<file path="src/rtl/id_ex_stage.sv">
// Decode-to-execute pipeline register with same-cycle writeback bypass,
// load-use bubble insertion, valid/ready handshake, flush and bubble counter.
module id_ex_stage #(
    parameter int WordSize = 32,
    parameter int OpWidth  = 6,
    parameter int CntWidth = 16
) (
    input  logic                clk,
    input  logic                rstn,
    input  logic                id_valid,
    output logic                id_ready,
    input  logic [4:0]          id_rs1n,
    input  logic [4:0]          id_rs2n,
    input  logic [4:0]          id_rdn,
    input  logic [WordSize-1:0] id_rs1d,
    input  logic [WordSize-1:0] id_rs2d,
    input  logic [WordSize-1:0] id_imm,
    input  logic [OpWidth-1:0]  id_op,
    input  logic                id_wbe,
    input  logic                id_is_load,
    input  logic                wb_wbe,
    input  logic [4:0]          wb_rdn,
    input  logic [WordSize-1:0] wb_rdd,
    input  logic                flush,
    input  logic                ex_ready,
    output logic                ex_valid,
    output logic [WordSize-1:0] ex_rs1d,
    output logic [WordSize-1:0] ex_rs2d,
    output logic [WordSize-1:0] ex_imm,
    output logic [OpWidth-1:0]  ex_op,
    output logic [4:0]          ex_rdn,
    output logic                ex_wbe,
    output logic                ex_is_load,
    output logic [CntWidth-1:0] bubble_cnt
);

    typedef struct packed {
        logic [WordSize-1:0] rs1d;
        logic [WordSize-1:0] rs2d;
        logic [WordSize-1:0] imm;
        logic [OpWidth-1:0]  op;
        logic [4:0]          rdn;
        logic                wbe;
        logic                is_load;
    } ex_pl_t;

    ex_pl_t              pl_q, pl_d;
    logic                vld_q;
    logic [CntWidth-1:0] cnt_q;
    logic                hazard, slot_free, accept, bub_inc;

    // GPR write lands on the next edge, so a same-cycle write must be forwarded here
    function automatic logic [WordSize-1:0] byp(input logic [4:0] n,
                                                input logic [WordSize-1:0] d);
        return (n != 5'd0 && wb_wbe && wb_rdn == n) ? wb_rdd : d;
    endfunction

    assign hazard = vld_q & pl_q.is_load & pl_q.wbe & (pl_q.rdn != 5'd0) &
                    ((pl_q.rdn == id_rs1n) | (pl_q.rdn == id_rs2n));
    assign slot_free = ~vld_q | ex_ready;
    assign id_ready  = slot_free & ~hazard & ~flush;
    assign accept    = id_valid & id_ready;
    assign bub_inc   = id_valid & hazard & ex_ready & ~flush;

    always_comb begin
        pl_d.rs1d    = byp(id_rs1n, id_rs1d);
        pl_d.rs2d    = byp(id_rs2n, id_rs2d);
        pl_d.imm     = id_imm;
        pl_d.op      = id_op;
        pl_d.rdn     = id_rdn;
        pl_d.wbe     = id_wbe;
        pl_d.is_load = id_is_load;
    end

    always_ff @(posedge clk or negedge rstn) begin
        if (!rstn) begin
            vld_q <= 1'b0;
            pl_q  <= '0;
        end else if (flush) begin
            vld_q <= 1'b0;
        end else if (accept) begin
            vld_q <= 1'b1;
            pl_q  <= pl_d;
        end else if (slot_free) begin
            vld_q <= 1'b0;
        end
    end

    always_ff @(posedge clk or negedge rstn) begin
        if (!rstn)                      cnt_q <= '0;
        else if (bub_inc && ~&cnt_q)    cnt_q <= cnt_q + 1'b1;
    end

    assign ex_valid   = vld_q;
    assign ex_rs1d    = pl_q.rs1d;
    assign ex_rs2d    = pl_q.rs2d;
    assign ex_imm     = pl_q.imm;
    assign ex_op      = pl_q.op;
    assign ex_rdn     = pl_q.rdn;
    assign ex_wbe     = pl_q.wbe;
    assign ex_is_load = pl_q.is_load;
    assign bubble_cnt = cnt_q;

endmodule

</file>
<file path="config.mk">
export PLATFORM = sky130hd
export DESIGN_NAME = id_ex_stage
export DESIGN_NICKNAME = d
export VERILOG_FILES = /design/src/rtl/id_ex_stage.sv
export SDC_FILE = /design/constraint.sdc
export NUM_CORES = 1
export LEC_CHECK = 0
export BUFFER_PORTS_ARGS = -buffer_cell sky130_fd_sc_hd__buf_2
export CORE_ASPECT_RATIO = 1.75
export CORE_UTILIZATION = 40
export DETAILED_ROUTE_END_ITERATION = 7
export PLACE_DENSITY = 0.82
export SYNTH_ARGS = -nofsm -noshare
export SYNTH_HDL_FRONTEND = slang
export SYNTH_SLANG_ARGS = --single-unit
</file>
<file path="constraint.sdc">
create_clock -name clk -period 2.7 [get_ports clk]
set_clock_uncertainty 0.05 [all_clocks]
set_input_delay 0.405 -clock clk [delete_from_list [all_inputs] [get_ports clk]]
set_output_delay 0.405 -clock clk [all_outputs]
set_load 0.005 [all_outputs]
</file>
# == After elaboration in Yosys (flattened, before gate mapping) ==
# Cells that the tools add are included.
# classes
addsub,1
n_eq_ne,4
mux,5
n_bitwise,15
reduce_logical,12
# op_table
op,n
2-to-1 mux 32 bit,2
== test 5 bit,4
adder 16 x 1 -> 16 bit (second input constant),1
AND reduction 16 bit,1
nonzero test 5 bit,3
bitwise AND 1 bit,10
logical AND 1 bit,5
2-to-1 mux 1 bit,3
NOT 1 bit,3
nonzero test 3 bit,1
OR 1 bit,2
AND reduction 2 bit,1
zero test 1 bit,1
# word_totals
reg_bits,126
in_bits,162
output_inout_bits,127
elab_cells,46

# == Longest topological paths before layout ==
# Gate-level depths: netlist of run 1.
# depth
word_depth,10
mapped_depth,8
ltp_nobuf,6

# == Worst setup path before layout of run 1 ==
# OpenSTA, ideal clock, no wires.
# synth_path
path_type,input port to flip-flop
start,input port id_rs2n[4]
end,"register pl_q, in the netlist ex_rs2d[10]"
setup_ns,0.127
t_arrival_ns,2.114
required_time_ns,2.523
setup_slack_ns,0.408
path_stages,7
cell_sequence,or2_2 -> o21ai_1 -> and4_1 -> clkbuf_1 -> clkbuf_1 -> mux2_2 -> mux2_1
# synth_via
elab_chain_cells,8
word_cells_on_any_way,13
classes_between,2 x eq/ne; 1 x mux; 6 x bitwise; 4 x reduce/logical
# synth_rtl
element,line_no,text
start: declaration,13,"input logic [4:0] id_rs2n,"
== test 5 bit,59,((pl_q.rdn == id_rs1n) | (pl_q.rdn == id_rs2n));
OR 1 bit,59,
bitwise AND 1 bit,58,assign hazard = vld_q & pl_q.is_load & pl_q.wbe & (pl_q.rdn != 5'd0) &
NOT 1 bit,61,assign id_ready = slot_free & ~hazard & ~flush;
bitwise AND 1 bit (2 in a row),61,
bitwise AND 1 bit,62,assign accept = id_valid & id_ready;
AND reduction 2 bit (no source line),-,
end signal: assignment,83,pl_q <= pl_d;
end: declaration,47,"ex_pl_t pl_q, pl_d;"
# Parallel ways exist; a longest one is shown, timed or not.
# A chain may end at the register's enable or synchronous reset.

# == Worst setup path in the final report of run 1 ==
# layout_path
start,"register pl_q, in the netlist ex_rdn[1]"
end,"register pl_q, in the netlist ex_rs1d[26]"
# layout_via
elab_chain_cells,8
word_cells_on_any_way,11
classes_between,2 x eq/ne; 7 x bitwise; 2 x reduce/logical
# layout_rtl
element,line_no
== test 5 bit / nonzero test 5 bit (equally long branches),"59, 58"
OR 1 bit / bitwise AND 1 bit (equally long branches),"59, 58"
bitwise AND 1 bit (*),58
NOT 1 bit (*),61
bitwise AND 1 bit (*) (2 in a row),61
bitwise AND 1 bit (*),62
AND reduction 2 bit (no source line) (*),-
# Mark *: on every way between the ends. The rest lies on a longest branch, timed or not.

==> results.json, run 1 <==
{
  "outcome": "completed",
  "final_max_slew_viol_count": 0,
  "startpoint_type": "flip-flop",
  "core_um2": 14400,
  "drc": 0,
  "r2r-start": "ex_rdn[1]$_DFFE_PN0P_",
  "io_buffers": 288,
  "post-route-util": 0.566,
  "cp_num_buf_inv": 1,
  "cpMaxStageDelayCell": "or4_4",
  "grt-ovfl-total": 0,
  "syn_area_um2": 5950,
  "yosysSeqAreaShare": 0.530,
  "grt_pass1_vias": 4648,
  "syn_inst": 419,
  "clk_path_buf_depth": 2,
  "crit_path_start": "ex_rdn[1]$_DFFE_PN0P_",
  "post_cts_buffers": 0,
  "ir_drop_v": 0.000552,
  "nets": 877,
  "start_util": 0.412,
  "max_cap_violations": 0,
  "hold_slack_ns": 0.0432,
  "worst-r2r-cell-count": 5,
  "place_congestion": 0.832,
  "clock_sinks": 126,
  "tritoncts": "built",
  "slew_headroom": 0.553,
  "io_pins": 289,
  "setup_violations": 0,
  "synth.avg_cell_area_um2": 14.2,
  "worstMarginPinSlew_ns": 0.670,
  "crit_chain": "or4_4, o2111ai_2, o2111a_4, buf_12, mux2_2",
  "firstDrtPassIters": 4,
  "ctsResizeCount": 0,
  "yosysWarnings": 0,
  "wl_per_cell_um": 16.3,
  "p_per_area_nw_per_um2": 666,
  "drt.antenna.violating_nets": 0,
  "min_period_over_period": 0.909,
  "nFillCells": 1247,
  "leakage_nw": 3.97,
  "hold_buffers": 0,
  "routed_wirelength_um": 14800,
  "drive_gt1_frac": 0.683,
  "die_w_um": 94.2,
  "ys_ff_latch": 126,
  "fp-row-count": 58,
  "grt_setup_unrepaired": "false",
  "vias_per_cell": 4.91,
  "cp.arrival_ns": 2.68,
  "area_growth_pct": 37.5,
  "synth_flop_cell": "dfrtp_1",
  "crit_type": "flip-flop to flip-flop",
  "grt_max_degree": 127,
  "cp_data_required_time_ns": 2.93,
  "critPathCapture": "ex_rs1d[26]$_DFFE_PN0P_",
  "track_usage": 0.192,
  "antenna_found_initial": 1,
  "netlist.area_leader.share": 0.530,
  "die_area_um2": 15400,
  "regToRegSetupSlack_ns": 0.25,
  "hp-class": "primary input to asynchronous set/reset pin",
  "end_kind": "flip-flop",
  "drt-initial-drc-count": 112,
  "cp_max_fo": 55,
  "ys_top_cells_by_area": "dfrtp_1, mux2_2, xor2_1",
  "final.min_clock_period_ns": 2.45,
  "total_power_mw": 5.45,
  "cts_root_buf": "clkbuf_16",
  "critical-path-max-stage-delay_ns": 0.56,
  "clk_latency_ns": 0.40,
  "final.setup.tns_ns": 0,
  "dr_total_vias": 4453,
  "yosysTopAreaCell": "dfrtp_1",
  "h-tree-depth": 4,
  "die_h_um": 163,
  "synth_edf_count": 0,
  "grt_pass1_wl_um": 22500,
  "yosys.cell_types.count": 35,
  "synth_commonest_cells": "mux2_2, dfrtp_1, xor2_1",
  "synth_most_common_cell": "mux2_2",
  "async_flop_share": 1.00,
  "syn_nets": 582,
  "cp.depth": 5,
  "clkTransAtPathRegs_ns": 0.06,
  "reg2reg_to": "ex_rs1d[26]$_DFFE_PN0P_",
  "finalHoldViolations": 0,
  "critPathTopFamily": "compound AO/OA/AOI/OAI gates",
  "cts_buffers": 17,
  "clock.fmax_mhz": 408,
  "hpwl_um": 11200
}
-- cell usage in the layout, fill, tap and decap left out, types with 2 or more instances in the layout --
cell type   instances
clkinv_2            4
buf_4               5
clkbuf_8            2
clkbuf_16          17
nand4_1             5
buf_2             287
nor3_1             11
mux2_2            164
clkinvlp_4          3
nor2_1              4
xnor2_1             5
mux2_1             10
clkbuf_1            2
xor2_1             28
dfrtp_1           126
and3_1              3
nor4_1              6
and4_1              3
nand2_1             8
buf_12              5
nand3_1             7
-- logic make-up after synthesis --
| group | count (synthesis) | share of synthesized area |
|---|---|---|
| xor+xnor | 33 | 0.0486 |
| mux | 174 | 0.329 |
| buf+inv | 22 | 0.0248 |
| compound gates | 11 | 0.0166 |
| simple gates | 52 | 0.0482 |
| fa+ha+maj | 1 | 0.00210 |
| flops | 126 | 0.530 |
-- worst min path at each step --
stage                                        from                        end  cells past startpoint
after detailed placement  ex_rs2d[12]$_DFFE_PN0P_    ex_rs2d[12]$_DFFE_PN0P_                      1
after global placement    ex_rs2d[11]$_DFFE_PN0P_    ex_rs2d[11]$_DFFE_PN0P_                      1
after global routing                         rstn     ex_imm[27]$_DFFE_PN0P_                      2
after floorplan                              rstn  bubble_cnt[0]$_DFFE_PN0P_                      0
after CTS                                    rstn     ex_imm[27]$_DFFE_PN0P_                      2
final                                        rstn     ex_imm[13]$_DFFE_PN0P_                      2
-- per-layer routing --
metal / track usage / wire [um] / up-vias / part of all wire
met5: 0 / 0 / - / 0
met2: 0.365 / 8360 / 184 / 0.57
met3: 0.0521 / 843 / 18 / 0.057
li1: - / - / 2113 / -
met4: 0.0720 / 271 / 0 / 0.018
met1: 0.193 / 5290 / 2138 / 0.36
-- registers in the layout (all words and copies together) (netlist names) --
signal and flops:
bubble_cnt 16, ex_imm 32, ex_is_load 1, ex_op 6
ex_rdn 5, ex_rs1d 32, ex_rs2d 32, ex_valid 1
ex_wbe 1
-- final cells by class --
| type | count | area [um^2] | share of cell area |
|---|---|---|---|
| antenna | 1 | 2.50 | 0.000306 |
| multi-input combinational | 271 | 2670 | 0.326 |
| timing repair buffer | 297 | 1570 | 0.193 |
| clock inverter | 10 | 90.1 | 0.0110 |
| inverter | 1 | 3.75 | 0.000459 |
| sequential | 126 | 3150 | 0.386 |
| clock buffer | 21 | 460 | 0.0563 |
| tap | 180 | 225 | 0.0275 |
-- power by group --
group	leakage, nW	internal [mW]	switching, mW	total, mW
registers	1.52	2.18	0.160	2.34
logic	2.19	0.590	0.412	1.00
clock network	0.265	1.31	0.800	2.11
-- metrics by stage --
step	cell area, um^2	setup slack (ns)	std cells
after CTS	8170	0.235	906
after global placement	7620	0.316	875
after global routing	8170	0.156	906
final	8180	0.247	907
after detailed placement	7620	0.269	875
after floorplan	5950	0.408	419
Power figures use the tool's default switching activity.
==> inputs of run 2 (changes only) <==
ABC_AREA = 1   (was not set)
PLACE_DENSITY = 0.8   (was 0.82)
==> run 2 against run 1 <==
Net effect: first-iteration DRC count increased to 3.2 times the previous value; total power increased by 6.4%; synthesized cell count increased by 120%; combinational power increased by 4%; register-to-register slack improved by 0.37 ns; non-clock buffer count increased by 8; sequential power decreased by 2%; setup slack improved by 0.33 ns; highest routed layer is now met5; maximum frequency increased by 15%; largest power group is now the clock network; sequential cell count unchanged.
==> results.json, run 2 <==
{
  "outcome": "completed",
  "antenna_found_initial": 3,
  "startpoint_type": "flip-flop",
  "cts_buffers": 17,
  "clk_path_buf_depth": 2,
  "yosysSeqAreaShare": 0.476,
  "synth_flop_cell": "dfrtp_1",
  "drt.antenna.violating_nets": 0,
  "setup_slack_ns": 0.573,
  "syn_area_um2": 6620,
  "cp_max_fo": 6,
  "critical-path-max-stage-delay_ns": 0.45,
  "tritoncts": "built",
  "finalHoldViolations": 0,
  "wl_per_cell_um": 15.1,
  "cp_data_required_time_ns": 2.25,
  "io_buffers": 288,
  "syn_inst": 927,
  "nets": 1357,
  "max_cap_violations": 0,
  "final.min_clock_period_ns": 2.13,
  "reg2reg_to": "ex_rs2d[11]$_DFFE_PN0P_",
  "worst-r2r-cell-count": 11,
  "grt_setup_unrepaired": "false",
  "hold_depth": 2,
  "leakage_nw": 5.25,
  "final_common_cell": "nand2_1",
  "synth_edf_count": 0,
  "clock_sinks": 126,
  "drt-initial-drc-count": 355,
  "finalInstanceArea_um2": 8860,
  "yosysWarnings": 0,
  "hpwl_um": 15300,
  "core_um2": 16000,
  "post-route-util": 0.553,
  "drc": 0,
  "track_usage": 0.246,
  "hold_slack_ns": 0.195,
  "hold_path_end": "ex_valid$_DFFE_PN0P_",
  "clkTransAtPathRegs_ns": 0.06,
  "post_cts_buffers": 0,
  "crit_chain": "nand2_1, clkinv_1, nor2_1, nor2_1, nand3_1, nand2_2, a21oi_4, buf_2",
  "syn_nets": 1090,
  "min_period_over_period": 0.788,
  "cpMaxStageDelayCell": "dfrtp_1",
  "place_congestion": 0.846,
  "final.setup.tns_ns": 0,
  "hp-class": "primary input to flip-flop",
  "async_flop_share": 1.00,
  "regToRegSetupSlack_ns": 0.62,
  "ir_drop_v": 0.000352,
  "dr_total_vias": 7127,
  "grt-ovfl-total": 0,
  "grt_pass1_vias": 6518,
  "start_util": 0.413,
  "hp-start": "flush",
  "slew_headroom": 0.332,
  "die_w_um": 99.2,
  "end_kind": "output pin",
  "clock.fmax_mhz": 470,
  "place_ws_ns": 0.514,
  "synth.avg_cell_area_um2": 7.14,
  "yosys.cell_types.count": 26,
  "vias_per_cell": 5.09,
  "clk_latency_ns": 0.41,
  "die_h_um": 172,
  "die_area_um2": 17100,
  "io_pins": 289,
  "netlist.area_leader.share": 0.476,
  "yosysTopAreaCell": "dfrtp_1",
  "final_max_slew_viol_count": 0,
  "area_growth_pct": 33.9,
  "p_per_area_nw_per_um2": 655,
  "grt_max_degree": 95,
  "synth_most_common_cell": "nand2_1",
  "cts_root_buf": "clkbuf_16",
  "final_cell_mix": "nand2_1, buf_2, dfrtp_1, nand3_1, nand4_1",
  "crit_type": "flip-flop to output pin",
  "synth_commonest_cells": "nand2_1, dfrtp_1, nand3_1",
  "ys_ff_latch": 126,
  "worstMarginPinSlew_ns": 1.00,
  "grt_pass1_wl_um": 32800,
  "cp_common_cell": "nor2_1",
  "h-tree-depth": 4,
  "place_area_um2": 8210,
  "r2r-start": "ex_rdn[0]$_DFFE_PN0P_",
  "firstDrtPassIters": 5,
  "fp-row-count": 61,
  "drive_gt1_frac": 0.291,
  "ys_top_cells_by_area": "dfrtp_1, nand2_1, nand3_1",
  "routed_wirelength_um": 21100,
  "cp.arrival_ns": 1.67,
  "setup_violations": 0
}
run 2: cell count changes in the layout (fill, tap and decap cells not counted), moves of 6 or more:
cell and change:
mux2_2 -164, nand4_1 +43, nand2_1 +484, mux2_1 -10, inv_2 +7, nor2_1 +17, nand3_1 +100, xor2_1 -21
nor4_1 -6, buf_4 +10, nor3_1 -6, inv_1 +29
run 2: final cells by class:
class | instances | area (um^2)
sequential | 126 | 3150
timing repair buffer | 305 | 1610
fill | 1568 | 7170
tap | 189 | 236
inverter | 38 | 143
antenna | 3 | 7.51
clock inverter | 14 | 206
multi-input combinational | 706 | 3070
clock buffer | 18 | 429
run 2: critical path: cells and delay by family, from the launching register on:
family	cells	cell delay, ns
buf+inv	2	0.21
flops	1	0.45
compound gates	1	0.20
simple gates	5	0.42
run 2: layer usage:
layer / GRT usage / vias to the layer above / part of all wire
met5: 0 / - / 0.00061
met4: 0.107 / 2 / 0.029
met3: 0.0424 / 42 / 0.060
met2: 0.443 / 299 / 0.53
met1: 0.285 / 3311 / 0.38
li1: - / 3473 / -
run 2: timing repair:
action	CTS	global route
endpoints found under the hold margin	72	0
hold buffers	1	0
gates resized for setup	0	0
run 2: cells by family after synthesis:
group / Yosys count / share of synthesized area
buffers and inverters: 95 / 0.0650
and+or+nand+nor: 681 / 0.430
AOI/OAI and AO/OA: 9 / 0.00718
adders and majority gates: 1 / 0.00189
xor gates and xnor gates: 15 / 0.0199
DFF: 126 / 0.476
run 2: worst max-delay path by stage:
stage | startpoint | endpoint | slack [ns] | depth (start not counted)
after floorplan | bubble_cnt[0]$_DFFE_PN0P_ | bubble_cnt[13]$_DFFE_PN0P_ | 1.01 | 9
after global placement | id_rs2n[0] | ex_rs2d[16]$_DFFE_PN0P_ | 0.53 | 12
after detailed placement | id_rs2n[0] | ex_rs1d[18]$_DFFE_PN0P_ | 0.51 | 12
after CTS | ex_rdn[0]$_DFFE_PN0P_ | id_ready | 0.52 | 8
after global routing | ex_rdn[1]$_DFFE_PN0P_ | ex_rs2d[18]$_DFFE_PN0P_ | 0.42 | 9
final | ex_rdn[0]$_DFFE_PN0P_ | id_ready | 0.57 | 8
run 2: power by group:
group,internal [mW],leakage [nW],switching (mW)
combinational,0.451,3.36,0.584
clock,1.57,0.300,0.895
sequential,2.15,1.59,0.157
run 2: per-stage QoR:
step	total power, mW	instances
final	5.80	1399
after global routing	6.08	1398
after CTS	5.85	1396
after detailed placement	3.37	1363
after global placement	3.35	1363
after floorplan	2.79	927
==> inputs of run 3 (changes only) <==
clock period = 2.1 ns   (was 2.7 ns; I/O delays follow)
==> run 3 against run 2 <==
Net effect: critical endpoint unchanged; core utilization increased by 0.55 points; hold slack got worse by 0.092 ns; clock power increased by 14%.
==> results.json, run 3 (synthesis results as in run 2) <==
{
  "outcome": "completed",
  "grt_pass1_wl_um": 33700,
  "finalInstanceArea_um2": 8950,
  "cts_root_buf": "clkbuf_16",
  "power_frac_seq": 0.415,
  "clkTransAtPathRegs_ns": 0.06,
  "drt-initial-drc-count": 358,
  "firstDrtPassIters": 5,
  "routed_wirelength_um": 21900,
  "power.switching_mw": 2.12,
  "final.min_clock_period_ns": 1.97,
  "finalHoldViolations": 0,
  "total_power_mw": 7.13,
  "ir_drop_v": 0.000486,
  "h-tree-depth": 4,
  "critical-path-max-stage-delay_ns": 0.43,
  "grt_setup_unrepaired": "false",
  "startpoint_type": "flip-flop",
  "io_buffers": 288,
  "place_congestion": 0.916,
  "p_int_mw": 5.02,
  "max_cap_violations": 0,
  "grt-ovfl-total": 0,
  "clock_sinks": 126,
  "final.setup.tns_ns": 0,
  "clk_latency_ns": 0.41,
  "setup_violations": 0,
  "post-route-util": 0.558,
  "cp_data_required_time_ns": 1.74,
  "place_ws_ns": 0.312,
  "pwr-share-comb": 0.193,
  "end_kind": "output pin",
  "vias_per_cell": 5.17,
  "drc": 0,
  "hpwl_um": 15600,
  "crit_type": "flip-flop to output pin",
  "track_usage": 0.253,
  "final_common_cell": "nand2_1",
  "start_util": 0.413,
  "antenna_found_initial": 2,
  "dp_cells": 1370,
  "final_cell_mix": "nand2_1, buf_2, dfrtp_1, nand3_1, nand4_1",
  "io_pins": 289,
  "setup_slack_ns": 0.127,
  "grt_pass1_vias": 6725,
  "regToRegSetupSlack_ns": 0.14,
  "leakage_nw": 5.30,
  "drive_gt1_frac": 0.300,
  "core_um2": 16000,
  "cp.arrival_ns": 1.61,
  "grt_max_degree": 111,
  "p_per_area_nw_per_um2": 797,
  "crit_chain": "inv_1, nand3_1, o21bai_1, inv_1, a21oi_4, buf_2",
  "wl_per_cell_um": 15.5,
  "dr_total_vias": 7304,
  "die_w_um": 99.2,
  "switching_share": 0.297,
  "die_h_um": 172,
  "cp_common_cell": "inv_1",
  "tritoncts": "built",
  "place_area_um2": 8320,
  "clock.fmax_mhz": 507,
  "nets": 1369,
  "drt.antenna.violating_nets": 0,
  "fp-row-count": 61,
  "hold_slack_ns": 0.103,
  "min_period_over_period": 0.940,
  "clk_path_buf_depth": 2,
  "final_cells": 1413,
  "cp_max_fo": 5,
  "clkPwrFrac": 0.392,
  "cts_buffers": 17,
  "die_area_um2": 17100,
  "cpMaxStageDelayCell": "dfrtp_2",
  "hp-class": "primary input to flip-flop",
  "final_max_slew_viol_count": 0,
  "worstMarginPinSlew_ns": 0.516,
  "area_growth_pct": 35.2,
  "slew_headroom": 0.653
}
run 3: timing repair:
action                                  4_1_cts  5_1_grt
hold endpoints to repair                     29        0
hold buffers                                  1        0
setup buffers                                 1        4
pin swaps                                     1        2
resized for setup                             0        3
endpoints found under the setup margin        1        1
run 3: path summary, 6_finish.rpt:
kind	cells past startpoint	start	end
max in group asynchronous	3	rstn	ex_rdn[3]$_DFFE_PN0P_
worst max register to register	7	bubble_cnt[6]$_DFFE_PN0P_	bubble_cnt[2]$_DFFE_PN0P_
worst min-delay path	3	id_imm[7]	ex_imm[7]$_DFFE_PN0P_
worst max-delay path	6	ex_rdn[3]$_DFFE_PN0P_	id_ready
worst min register to register	2	ex_imm[11]$_DFFE_PN0P_	ex_imm[11]$_DFFE_PN0P_
min in group asynchronous	2	rstn	bubble_cnt[5]$_DFFE_PN0P_
run 3: layer usage:
layer | wire [um] | track usage | vias to the layer above
met4 | 839 | 0.143 | 2
met1 | 8010 | 0.283 | 3385
li1 | - | - | 3505
met2 | 11600 | 0.447 | 344
met3 | 1420 | 0.0481 | 68
met5 | 18 | 0 | -
run 3: worst max-delay path: cells and delay by family (launching register included):
family                 cells  cell delay [ns]
AOI/OAI and AO/OA          2             0.33
buffers and inverters      3             0.33
DFF                        1             0.43
and+or+nand+nor            1             0.09
run 3: area by class of cell:
type                            count  area (um^2)
Inverter                           38          143
Sequential cell                   126         3160
Timing Repair Buffer              317         1770
Clock buffer                       18          429
Antenna cell                        5         12.5
Fill cell                        1542         7080
Clock inverter                     14          133
Multi-Input combinational cell    706         3070
Tap cell                          189          236
run 3: power groups by stage:
stage | Combinational [mW] | Sequential [mW] | Clock [mW]
after CTS | 1.38 | 2.96 | 2.86
after detailed placement | 1.37 | 2.99 | 0
after global placement | 1.34 | 2.98 | 0
after global routing | 1.55 | 2.99 | 2.96
final | 1.38 | 2.96 | 2.80
after floorplan | 0.574 | 3.01 | 0
